--- src/rtl/enc16x4_seq.sv ---
// rtl/enc16x4_seq.sv - registered 16-to-4 priority encoder with valid/ready hand-off
//
// Latches request pulses into a pending register, presents the index of the
// highest-priority pending line as a 4-bit code, and clears that line when
// the consumer accepts it.
//
// Parameters:
//   HIGH_FIRST  1 = bit 15 has highest priority, 0 = bit 0 has highest priority
//   CNT_W       width of the grant counter (wraps modulo 2^CNT_W)
// Ports:
//   clk        rising-edge clock
//   reset      asynchronous, active-high reset
//   req        request lines, a 1 on any edge sets the matching pending bit
//   ready      consumer accepts the code on an edge where valid && ready
//   code       index of the granted line (code[3] = A ... code[0] = D)
//   valid      code is meaningful and held
//   pending    current pending register
//   busy       |pending
//   grant_cnt  number of completed handshakes
module enc16x4_seq #(
  parameter bit HIGH_FIRST = 1'b1,
  parameter int CNT_W      = 8
) (
  input  logic             clk,
  input  logic             reset,
  input  logic [15:0]      req,
  input  logic             ready,
  output logic [3:0]       code,
  output logic             valid,
  output logic [15:0]      pending,
  output logic             busy,
  output logic [CNT_W-1:0] grant_cnt
);

  typedef enum logic {
    IDLE,
    PRESENT
  } state_t;

  state_t      state;
  logic [3:0]  sel_idx;
  logic        accept;
  logic [15:0] clr_mask;

  // Priority pick over the registered pending value; later loop iterations
  // overwrite earlier ones, so the loop runs towards the winning end.
  always_comb begin
    sel_idx = 4'd0;
    if (HIGH_FIRST) begin
      for (int i = 0; i < 16; i++) begin
        if (pending[i]) sel_idx = 4'(i);
      end
    end else begin
      for (int i = 15; i >= 0; i--) begin
        if (pending[i]) sel_idx = 4'(i);
      end
    end
  end

  assign accept   = (state == PRESENT) && ready;
  assign clr_mask = accept ? (16'd1 << code) : 16'd0;
  assign busy     = |pending;

  always_ff @(posedge clk or posedge reset) begin
    if (reset) begin
      state     <= IDLE;
      pending   <= 16'd0;
      code      <= 4'd0;
      valid     <= 1'b0;
      grant_cnt <= '0;
    end else begin
      // A request on the accepting edge re-sets the bit being cleared.
      pending <= (pending & ~clr_mask) | req;
      case (state)
        IDLE: begin
          if (|pending) begin
            code  <= sel_idx;
            valid <= 1'b1;
            state <= PRESENT;
          end
        end
        PRESENT: begin
          // No preemption: code is frozen until the consumer takes it.
          if (ready) begin
            grant_cnt <= grant_cnt + CNT_W'(1);
            valid     <= 1'b0;
            state     <= IDLE;
          end
        end
        default: begin
          valid <= 1'b0;
          state <= IDLE;
        end
      endcase
    end
  end

endmodule

--- config.mk ---
export PLATFORM = sky130hd
export DESIGN_NAME = enc16x4_seq
export DESIGN_NICKNAME = d
export VERILOG_FILES = /design/src/rtl/enc16x4_seq.sv
export SDC_FILE = /design/constraint.sdc
export NUM_CORES = 1
export LEC_CHECK = 0
export BUFFER_PORTS_ARGS = -buffer_cell sky130_fd_sc_hd__buf_2
export CORE_AREA = 2 2 63 65
export CTS_CLUSTER_DIAMETER = 50
export DETAILED_ROUTE_END_ITERATION = 10
export DIE_AREA = 0 0 65 67
export PLACE_DENSITY = 0.74
export SYNTH_ARGS = -nofsm -noshare
export SYNTH_HDL_FRONTEND = slang
export SYNTH_SLANG_ARGS = --single-unit
--- constraint.sdc ---
create_clock -name clk -period 1.6 [get_ports clk]
set_clock_uncertainty 0.15 [all_clocks]
set_input_delay 0.08 -clock clk [delete_from_list [all_inputs] [get_ports clk]]
set_output_delay 0.08 -clock clk [all_outputs]
set_load 0.1 [all_outputs]
=== After elaboration in Yosys (flattened, before gate mapping) ===
Cells that the tools add are included.
W data, S select, Z words.

* Add/subtract/negate cells: 1
* Equal/unequal tests: 2
* Shift-type cells: 1
* Multiplexer cells: 22
* Bitwise gates (word level): 4
* Reductions and logical operators: 5

{| class="wikitable"
|+ Operators with widths
! cell !! number
|-
| $mux W4 || 13
|-
| $and A16 B16 Y16 || 1
|-
| $mux W16 || 1
|-
| $not A16 Y16 || 1
|-
| $or A16 B16 Y16 || 1
|-
| $reduce_or A16 Y1 || 1
|-
| $shl A1 B4 Y16 const A || 1
|-
| $add A8 B1 Y8 const B || 1
|-
| $reduce_and A2 Y1 || 3
|-
| $mux W1 || 5
|-
| $ne A2 B2 Y1 const B || 2
|-
| $pmux W1 S2 || 2
|-
| $mux W2 || 1
|-
| $logic_and A1 B1 Y1 || 1
|-
| $not A1 Y1 || 1
|}

* Register bits after elaboration: 30
* Input port bits: 19
* Output and inout port bits: 30
* Word-level logic and storage cells: 40

=== Longest topological paths before layout ===
Gate-level depths: netlist of the first run.

* Depth after elaboration: 15
* Mapped depth: 6
* Depth with buffers taken out: 5

=== Worst setup path after synthesis of the first run ===
Ideal clock, no wire load.

* Kind: register -> register
* Start point: register pending[8]
* End point: register valid
* Arrival time: 2515 ps
* Data required time: 1330 ps
* Path slack: -1185 ps
* Stages on the path, launching flop included: 6
* Cells stage by stage: dfrtp_1 nor4_2 nand4_2 nor2b_4 buf_6 o21a_1

* Cells in the longest elaborated chain, start to end: 3

{| class="wikitable"
|+ RTL lines
! element !! line !! source
|-
| start: declaration || 30 || <nowiki>output logic [15:0] pending,</nowiki>
|-
| start signal: assignment || 73 || <nowiki>pending <= (pending & ~clr_mask) | req;</nowiki>
|-
| $reduce_or A16 Y1 || - ||
|-
| via busy || 31 || <nowiki>output logic busy,</nowiki>
|-
| $ne A2 B2 Y1 (no line) || - ||
|-
| $reduce_and A2 Y1 (no line) || - ||
|-
| end signal: assignment || 69 || <nowiki>valid <= 1'b0;</nowiki>
|-
| end signal: assignment || 78 || <nowiki>valid <= 1'b1;</nowiki>
|-
| end signal: assignment || 86 || <nowiki>valid <= 1'b0;</nowiki>
|-
| end: declaration || 29 || <nowiki>output logic valid,</nowiki>
|}

The timed path passes the listed nets, and every way through them passes these cells.
A chain may end at the register's enable or synchronous reset.

=== Final worst setup path of the first run ===
* Start point: register pending[13]
* End point: output port busy

* Cells in the longest elaborated chain, start to end: 1

{| class="wikitable"
|+ RTL lines
! element !! line !! source
|-
| $reduce_or A16 Y1 || 62 || <nowiki>assign busy = |pending;</nowiki>
|-
| end: declaration || 31 ||
|}

No other way between the ends.

==> results of run 1 <==
stage by stage:
| step | hold slack, ps | utilization | setup WS [ps] | std cells | power, mW |
|---|---|---|---|---|---|
| floorplan | 20.1 | - | -658 | 128 | 1.78 |
| CTS | 272 | 0.606 | -140 | 259 | 2.74 |
| finish | 255 | 0.613 | -147 | 261 | 2.72 |
| global route | 320 | 0.613 | -192 | 261 | 2.83 |
| detailed placement | 27.6 | 0.511 | -5.95 | 229 | 1.95 |
| global placement | 14.2 | 0.511 | 35.6 | 229 | 1.93 |
metal layers:
layer  global-route usage  vias up  part of all wire
met1                0.234      637              0.42
met3               0.0524        7             0.065
met4               0.0878        0             0.020
li1                     -      624                 -
met2                0.314       47              0.49
met5                    0        -                 0
cell type report:
| cell class | count | area [µm²] | share of cell area |
|---|---|---|---|
| Timing Repair Buffer | 81 | 552 | 0.249 |
| Clock inverter | 3 | 40.0 | 0.0181 |
| Sequential cell | 30 | 810 | 0.366 |
| Inverter | 3 | 11.3 | 0.00509 |
| Clock buffer | 5 | 68.8 | 0.0311 |
| Tap cell | 48 | 60.1 | 0.0271 |
| Multi-Input combinational cell | 91 | 671 | 0.303 |
state kept, by name, indices dropped and copies added (netlist names):
signal / cells
code: 4
grant_cnt: 8
pending: 16
state: 1
valid: 1
report_power, final:
part | total [mW] | leakage, nW | switching (mW) | internal, mW
clock | 0.748 | 0.0579 | 0.291 | 0.457
sequential | 0.989 | 0.295 | 0.105 | 0.884
combinational | 0.982 | 0.594 | 0.775 | 0.207
total | 2.72 | 0.948 | 1.17 | 1.55
Yosys cell counts (all sizes together):
cell,instances
dfrtp,30
o31ai,4
inv,3
nor2b,2
or3,1
and3,4
nand3,4
and2b,1
nand4,3
nor2,9
nand2,3
ha,1
o21a,2
nand2b,16
o41ai,2
mux2,1
xor2,3
a21oi,2
clkbuf,2
xnor2,4
a211oi,1
a31oi,3
or2b,1
nor3,3
nor4,4
nor3b,1
a21o,3
buf,2
o21ai,13
cells by family after synthesis:
kind of cell / share of synthesized area
AND/OR/NAND/NOR: 0.240
XOR/XNOR: 0.0440
multiplexers: 0.00808
AO/OA/AOI/OAI: 0.134
adder cells (fa/ha/maj): 0.00898
buffers and inverters: 0.0269
flip-flops: 0.539
worst min path at each step:
stage	end	slack [ps]	depth (start not counted)	startpoint
CTS	code[0]	270	4	reset
detailed placement	grant_cnt[6]	30	3	reset
global placement	grant_cnt[7]	10	3	reset
floorplan	code[0]	20	1	reset
global route	grant_cnt[5]	320	4	reset
finish	pending[0]	260	4	reset
tightest hold or removal path, cell delays in order:
cell and delay, ps:
dlygate4sd3_1 530, buf_2 110, inv_1 40, buf_4 340
timing repair:
| action | CTS | global route |
|---|---|---|
| pin swaps | 4 | 4 |
| gates resized for setup | 5 | 4 |
| hold buffers | 18 | 0 |
| setup buffers | 4 | 3 |
| endpoints found under the hold margin | 47 | 0 |
| endpoints found under the setup margin | 4 | 7 |
==> impl_metrics.env, run 1 <==
export IMPL_p_per_area_nw_per_um2=1230
export IMPL_r2r_slack_ps=-130
export IMPL_synth_top_area_share=0.539
export IMPL_rsz0062_at_grt="yes"
export IMPL_place_area_um2=1840
export IMPL_drive_gt1_frac=0.521
export IMPL_fmax_mhz=572
export IMPL_die_w_um=65
export IMPL_cts_buffers=5
export IMPL_syn_area_um2=1390
export IMPL_status="finished, violations left"
export IMPL_cts_buffer_depth=2
export IMPL_htreeDepth=2
export IMPL_fin_nets=232
export IMPL_synth_area_leaders="dfrtp_1, nand2b_1, o21ai_0"
export IMPL_rows=22
export IMPL_antenna_found_initial=0
export IMPL_min_path_type="input port to async pin"
export IMPL_cp_arrival_ps=1520
export IMPL_ios=49
export IMPL_numPortBuffers=48
export IMPL_ys_seq_area_frac=0.539
export IMPL_ys_seq_elements=30
export IMPL_layout_commonest_cell="buf_2"
export IMPL_routed_wl_um=3690
export IMPL_area_delta_synth_final_pct=58.7
export IMPL_regToRegStartpoint="pending[13]"
export IMPL_vias=1315
export IMPL_cts_tree="done"
export IMPL_start_kind="flop"
export IMPL_yosys_warnings=0
export IMPL_r2r_end="state"
export IMPL_fin_crit_sh=1.09
export IMPL_via_per_inst=5.04
export IMPL_maxCapViolations=0
export IMPL_layout_common_cells="buf_2, dlygate4sd3_1, nand2b_1"
export IMPL_violations="negative setup slack"
export IMPL_drc=0
export IMPL_slowest_delay_ps=480
export IMPL_clk_pin_slew_ps=70
export IMPL_endpoint="busy"
export IMPL_cp_slowest_cell="dfrtp_4"
export IMPL_syn_nets=148
export IMPL_grt_overflow=0
export IMPL_die_area_um2=4360
export IMPL_synth_avg_cell_area_um2=10.9
export IMPL_core_area_um2=3610
export IMPL_ir_worst_vdd_v=0.000868
export IMPL_leakage_nw=0.948
export IMPL_wl_per_cell_um=14.1
export IMPL_cts_root_buf="clkbuf_8"
export IMPL_clock_latency_ps=290
export IMPL_cp_depth=3
export IMPL_hold_viol=0
export IMPL_drtIter0Drc=59
export IMPL_end_kind="primary output"
export IMPL_grt_pass1_vias=1281
export IMPL_timing_setup_tns_ps=-408
export IMPL_die_y_um=67
export IMPL_start_util=0.387
export IMPL_diodes=0
export IMPL_cp_max_fo=3
export IMPL_required_ps=1370
export IMPL_cts_sinks=30
export IMPL_cp_num_buf_inv=1
export IMPL_crit_type="flop to primary output"
export IMPL_hpwl_um=2580
export IMPL_synth_cell_type_count=36
export IMPL_period_needed_ps=1750
export IMPL_drt_pass1_iter_count=4
export IMPL_crit_start="pending[13]"
export IMPL_grt_use_total=0.191
export IMPL_setup_ws_ps=-147
export IMPL_tightest_slew_ps=493
export IMPL_n_fill_cell=304
export IMPL_grt_pass1_wl_um=6080
export IMPL_crit_chain="nor4_4 -> nand4_4 -> buf_12"
export IMPL_yosysTopAreaCell="dfrtp_1"
export IMPL_slew_viol_final=0
export IMPL_relSlewSlack=0.674
export IMPL_ant_nets=0
export IMPL_stdcell_area_um2=2210
export IMPL_grt_start_max_net_pins=31
export IMPL_setup_viol=6
export IMPL_globalplace_congestion=0.869
export IMPL_crit_family="simple AND/OR/NAND/NOR gates"
export IMPL_r2r_cells=5
export IMPL_netlist_instances=128
(Power assumes the default switching activity.)
==> inputs of run 2 (changes only) <==
--- a/config.mk
+++ b/config.mk
@@ -6,11 +6,14 @@
 export NUM_CORES = 1
 export LEC_CHECK = 0
 export BUFFER_PORTS_ARGS = -buffer_cell sky130_fd_sc_hd__buf_2
-export CORE_AREA = 2 2 63 65
+export CELL_PAD_IN_SITES_DETAIL_PLACEMENT = 1
+export CELL_PAD_IN_SITES_GLOBAL_PLACEMENT = 1
+export CORE_AREA = 2 2 68 70
 export CTS_CLUSTER_DIAMETER = 50
 export DETAILED_ROUTE_END_ITERATION = 10
-export DIE_AREA = 0 0 65 67
-export PLACE_DENSITY = 0.74
+export DIE_AREA = 0 0 70 72
+export PLACE_DENSITY = 0.81
+export SLEW_MARGIN = 0
 export SYNTH_ARGS = -nofsm -noshare
 export SYNTH_HDL_FRONTEND = slang
 export SYNTH_SLANG_ARGS = --single-unit
==> run 2 against run 1 <==
  * The flow still finishes with violations (negative setup slack)
  * Core utilization is 10 points lower
  * Critical path depth unchanged
  * Die area is 16% higher
  * Critical endpoint unchanged
  * Largest cell class unchanged
==> impl_metrics.env, run 2 (synthesized netlist as in run 1, its figures left out) <==
export IMPL_setup_viol=6
export IMPL_fin_nets=231
export IMPL_p_per_area_nw_per_um2=1180
export IMPL_numPortBuffers=48
export IMPL_drt_pass1_iter_count=3
export IMPL_cts_root_buf="clkbuf_8"
export IMPL_required_ps=1370
export IMPL_fin_crit_sh=1.09
export IMPL_regArea_um2=810
export IMPL_grt_pass1_wl_um=7200
export IMPL_leakage_nw=0.908
export IMPL_vias=1327
export IMPL_place_area_um2=1860
export IMPL_cp_arrival_ps=1510
export IMPL_grt_start_max_net_pins=31
export IMPL_wl_per_cell_um=15.7
export IMPL_hold_viol=0
export IMPL_min_path_type="input port to async pin"
export IMPL_drive_gt1_frac=0.505
export IMPL_rows=24
export IMPL_crit_type="flop to primary output"
export IMPL_cts_tree="done"
export IMPL_rsz0062_at_grt="yes"
export IMPL_grt_overflow=0
export IMPL_slew_viol_final=0
export IMPL_antenna_found_initial=0
export IMPL_top_regs="pending (16), grant_cnt (8), code (4)"
export IMPL_clk_pin_slew_ps=70
export IMPL_drc=0
export IMPL_status="finished, violations left"
export IMPL_cp_max_fo=3
export IMPL_via_per_inst=5.03
export IMPL_cts_sinks=30
export IMPL_routed_wl_um=4150
export IMPL_core_area_um2=4260
export IMPL_layout_commonest_cell="buf_2"
export IMPL_globalplace_congestion=0.775
export IMPL_fmax_mhz=575
export IMPL_n_fill_cell=483
export IMPL_tightest_slew_ps=496
export IMPL_ir_worst_vdd_v=0.000583
export IMPL_timing_setup_tns_ps=-292
export IMPL_relSlewSlack=0.672
export IMPL_die_y_um=72
export IMPL_cts_buffer_depth=2
export IMPL_cts_buffers=5
export IMPL_grt_pass1_vias=1487
export IMPL_multiInputGateArea_um2=667
export IMPL_end_kind="primary output"
export IMPL_start_util=0.327
export IMPL_largest_reg_flops=16
export IMPL_stdcell_area_um2=2180
export IMPL_drtIter0Drc=46
export IMPL_violations="negative setup slack"
export IMPL_hpwl_um=3060
export IMPL_diodes=0
export IMPL_setup_ws_ps=-140
export IMPL_maxCapViolations=0
export IMPL_layout_common_cells="buf_2, dlygate4sd3_1, nand2b_1"
export IMPL_clock_latency_ps=280
export IMPL_die_w_um=70
export IMPL_start_kind="flop"
export IMPL_ios=49
export IMPL_die_area_um2=5040
export IMPL_period_needed_ps=1740
export IMPL_area_delta_synth_final_pct=56.1
export IMPL_top_register="pending"
export IMPL_grt_use_total=0.182
export IMPL_ant_nets=0
export IMPL_htreeDepth=2
## run 2: changes by cell type in the layout (fill, tap and decap cells not counted), moves of 2 or more
cell	change
nor2_1	+2
nor2_2	-2
clkbuf_1	+3
clkinv_2	-2
## run 2: critical path, cell delays in order (launching register included)
cell     delay [ps]
dfrtp_2         420
nor4_2          420
nand4_4         170
buf_12          210
## run 2: final timing paths
path                              start            to  slack [ps]  cells past startpoint
max in group asynchronous         reset       code[1]         700                      4
setup / recovery             pending[3]          busy        -140                      3
hold / removal                    reset    pending[3]         270                      4
hold reg to reg            grant_cnt[7]  grant_cnt[7]         310                      1
min in group clk           grant_cnt[7]  grant_cnt[7]         310                      1
setup reg to reg             pending[3]         valid         -40                      4
## run 2: final cells by class
| type | instances | share of cell area |
|---|---|---|
| clock buffer | 8 | 0.0368 |
| inverter | 3 | 0.00518 |
| multi-input combinational | 91 | 0.306 |
| sequential | 30 | 0.372 |
| tap | 52 | 0.0299 |
| timing repair buffer | 80 | 0.250 |
## run 2: power by group
part / internal, mW / leakage, nW / total, mW / switching, mW
clock: 0.308 / 0.0395 / 0.585 / 0.276
combinational: 0.208 / 0.574 / 0.991 / 0.783
sequential: 0.885 / 0.295 / 0.993 / 0.108
## run 2: what timing repair did
action,4_1_cts,5_1_grt
endpoints found under the hold margin,47,0
resized for setup,4,4
hold buffers,18,0
setup buffers,1,2
setup endpoints to repair,5,8
pin swaps,3,2
## run 2: metal layers
| metal | vias to the layer above | wire length, µm | part of all wire | track usage |
|---|---|---|---|---|
| met3 | 5 | 171 | 0.041 | 0.0417 |
| met5 | - | 0 | 0 | 0 |
| met2 | 40 | 2140 | 0.52 | 0.333 |
| met4 | 0 | 44 | 0.011 | 0.0513 |
| li1 | 621 | - | - | - |
| met1 | 661 | 1800 | 0.43 | 0.214 |
## run 2: stage by stage
step | total power [mW] | setup WS (ps) | hold WS (ps) | util | cells
floorplan | 1.78 | -658 | 20.1 | - | 128
global placement | 1.95 | 41.8 | 25.4 | 0.437 | 235
detailed placement | 1.97 | -28.8 | 39.6 | 0.437 | 235
CTS | 2.60 | -149 | 287 | 0.503 | 262
global route | 2.69 | -196 | 332 | 0.510 | 264
finish | 2.57 | -140 | 271 | 0.510 | 264
==> inputs of run 3 (changes only) <==
--- a/config.mk
+++ b/config.mk
@@ -13,6 +13,7 @@
 export DETAILED_ROUTE_END_ITERATION = 10
 export DIE_AREA = 0 0 70 72
 export PLACE_DENSITY = 0.81
+export SKIP_CTS_REPAIR_TIMING = 1
 export SLEW_MARGIN = 0
 export SYNTH_ARGS = -nofsm -noshare
 export SYNTH_HDL_FRONTEND = slang
==> run 3 against run 2 <==
  * Setup slack lost 1.1 ps
  * The run still ends with negative setup slack left
  * Maximum frequency about the same
  * Final cell count fell by 0.38%
  * Via count decreased by 0.98%
  * Sequential share of layout area rose by 0.17 points
  * Combinational power about the same
  * Hold slack lost 160 ps
  * Count of clock-buffer cells in the layout stayed put
  * First-iteration DRC count shrank 6.5%
  * Sequential power hardly changed
  * Largest cell class unchanged
  * Clock power about the same
  * Non-clock buffer count fell by 1
==> impl_metrics.env, run 3 (synthesized netlist as in run 1, its figures left out) <==
export IMPL_numPortBuffers=48
export IMPL_layout_commonest_cell="buf_2"
export IMPL_switching_share=0.455
export IMPL_stdcell_area_um2=2170
export IMPL_ant_nets=0
export IMPL_cts_buffers=5
export IMPL_grt_use_total=0.175
export IMPL_p_per_area_nw_per_um2=1190
export IMPL_diodes=0
export IMPL_grt_pass1_vias=1405
export IMPL_clk_pin_slew_ps=60
export IMPL_ios=49
export IMPL_start_kind="flop"
export IMPL_leakage_nw=0.904
export IMPL_status="finished, violations left"
export IMPL_violations="negative setup slack"
export IMPL_htreeDepth=2
export IMPL_maxCapViolations=0
export IMPL_period_needed_ps=1740
export IMPL_cts_buffer_depth=2
export IMPL_antenna_found_initial=0
export IMPL_vias=1314
export IMPL_top_register="pending"
export IMPL_relSlewSlack=0.672
export IMPL_tightest_slew_ps=496
export IMPL_p_sw_mw=1.17
export IMPL_layout_common_cells="buf_2, dlygate4sd3_1, nand2b_1"
export IMPL_drtIter0Drc=43
export IMPL_fmax_mhz=575
export IMPL_cts_root_buf="clkbuf_8"
export IMPL_via_per_inst=5.00
export IMPL_whs_ps=106
export IMPL_die_w_um=70
export IMPL_start_util=0.327
export IMPL_cts_sinks=30
export IMPL_slew_viol_final=0
export IMPL_fin_nets=230
export IMPL_wl_per_cell_um=15.8
export IMPL_rows=24
export IMPL_core_area_um2=4260
export IMPL_regToRegStartpoint="pending[7]"
export IMPL_cp_max_fo=5
export IMPL_area_delta_synth_final_pct=55.4
export IMPL_die_area_um2=5040
export IMPL_rsz0062_at_grt="yes"
export IMPL_place_area_um2=1860
export IMPL_drive_gt1_frac=0.502
export IMPL_fin_crit_sh=1.09
export IMPL_grt_start_max_net_pins=31
export IMPL_min_path_type="input port to flop"
export IMPL_crit_type="flop to primary output"
export IMPL_die_y_um=72
export IMPL_crit_start="pending[7]"
export IMPL_intPower_mw=1.40
export IMPL_setup_viol=6
export IMPL_comb_power_share=0.385
export IMPL_setup_ws_ps=-141
export IMPL_cts_tree="done"
export IMPL_globalplace_congestion=0.775
export IMPL_cp_arrival_ps=1510
export IMPL_largest_reg_flops=16
export IMPL_seq_power_share=0.387
export IMPL_top_regs="pending (16), grant_cnt (8), code (4)"
export IMPL_hold_viol=0
export IMPL_drt_pass1_iter_count=4
export IMPL_end_kind="primary output"
export IMPL_routed_wl_um=4160
export IMPL_min_from="ready"
export IMPL_hpwl_um=3060
export IMPL_ir_worst_vdd_v=0.000583
export IMPL_grt_pass1_wl_um=6880
export IMPL_required_ps=1370
export IMPL_drc=0
export IMPL_clock_latency_ps=280
export IMPL_grt_overflow=0
export IMPL_p_clk_frac=0.227
==> run 3: cell count changes in the layout (fill, tap and decap cells not counted) <==
cell,delta
buf_4,-2
buf_2,+1
==> run 3: power groups by stage <==
stage	combinational [mW]	sequential [mW]	clock [mW]
floorplan	0.169	1.62	0
global placement	0.942	1.00	0
detailed placement	0.960	1.01	0
CTS	0.962	0.998	0.607
global route	1.04	1.01	0.637
finish	0.989	0.994	0.583
==> run 3: layer usage <==
| metal | up-vias | part of all wire | GRT usage |
|---|---|---|---|
| met4 | 0 | 0.012 | 0.0513 |
| met2 | 42 | 0.51 | 0.319 |
| li1 | 615 | - | - |
| met5 | - | 0 | 0 |
| met1 | 650 | 0.43 | 0.206 |
| met3 | 7 | 0.046 | 0.0417 |
==> run 3: layout make-up <==
class	count	area, µm²
Fill cell	488	2100
Sequential cell	30	810
Multi-Input combinational cell	91	667
Timing Repair Buffer	79	533
Clock buffer	8	80.1
Tap cell	52	65.1
Inverter	3	11.3
==> run 3: per-stage QoR <==
stage                      util  std cells  TNS [ps]  worst slack, ps  total power [mW]
after global routing      0.508        263      -668             -195              2.69
after floorplan               -        128     -3790             -658              1.78
after detailed placement  0.437        235     -71.3            -28.8              1.97
after global placement    0.437        235         0             41.8              1.95
final                     0.508        263      -304             -141              2.57
after CTS                 0.455        243      -394             -274              2.57
==> run 3: final timing paths <==
path | slack (ps) | endpoint | depth (start not counted)
worst max-delay path | -140 | busy | 3
worst min-delay path | 110 | grant_cnt[0] | 4
worst max register to register | -40 | valid | 4
worst min register to register | 320 | grant_cnt[7] | 1
max in group asynchronous | 700 | code[1] | 4
min in group asynchronous | 270 | pending[3] | 4
==> run 3: worst max-delay path, cell delays in order (launching register included) <==
cell	delay, ps
dfrtp_2	450
nor4_4	390
nand4_4	170
buf_12	210
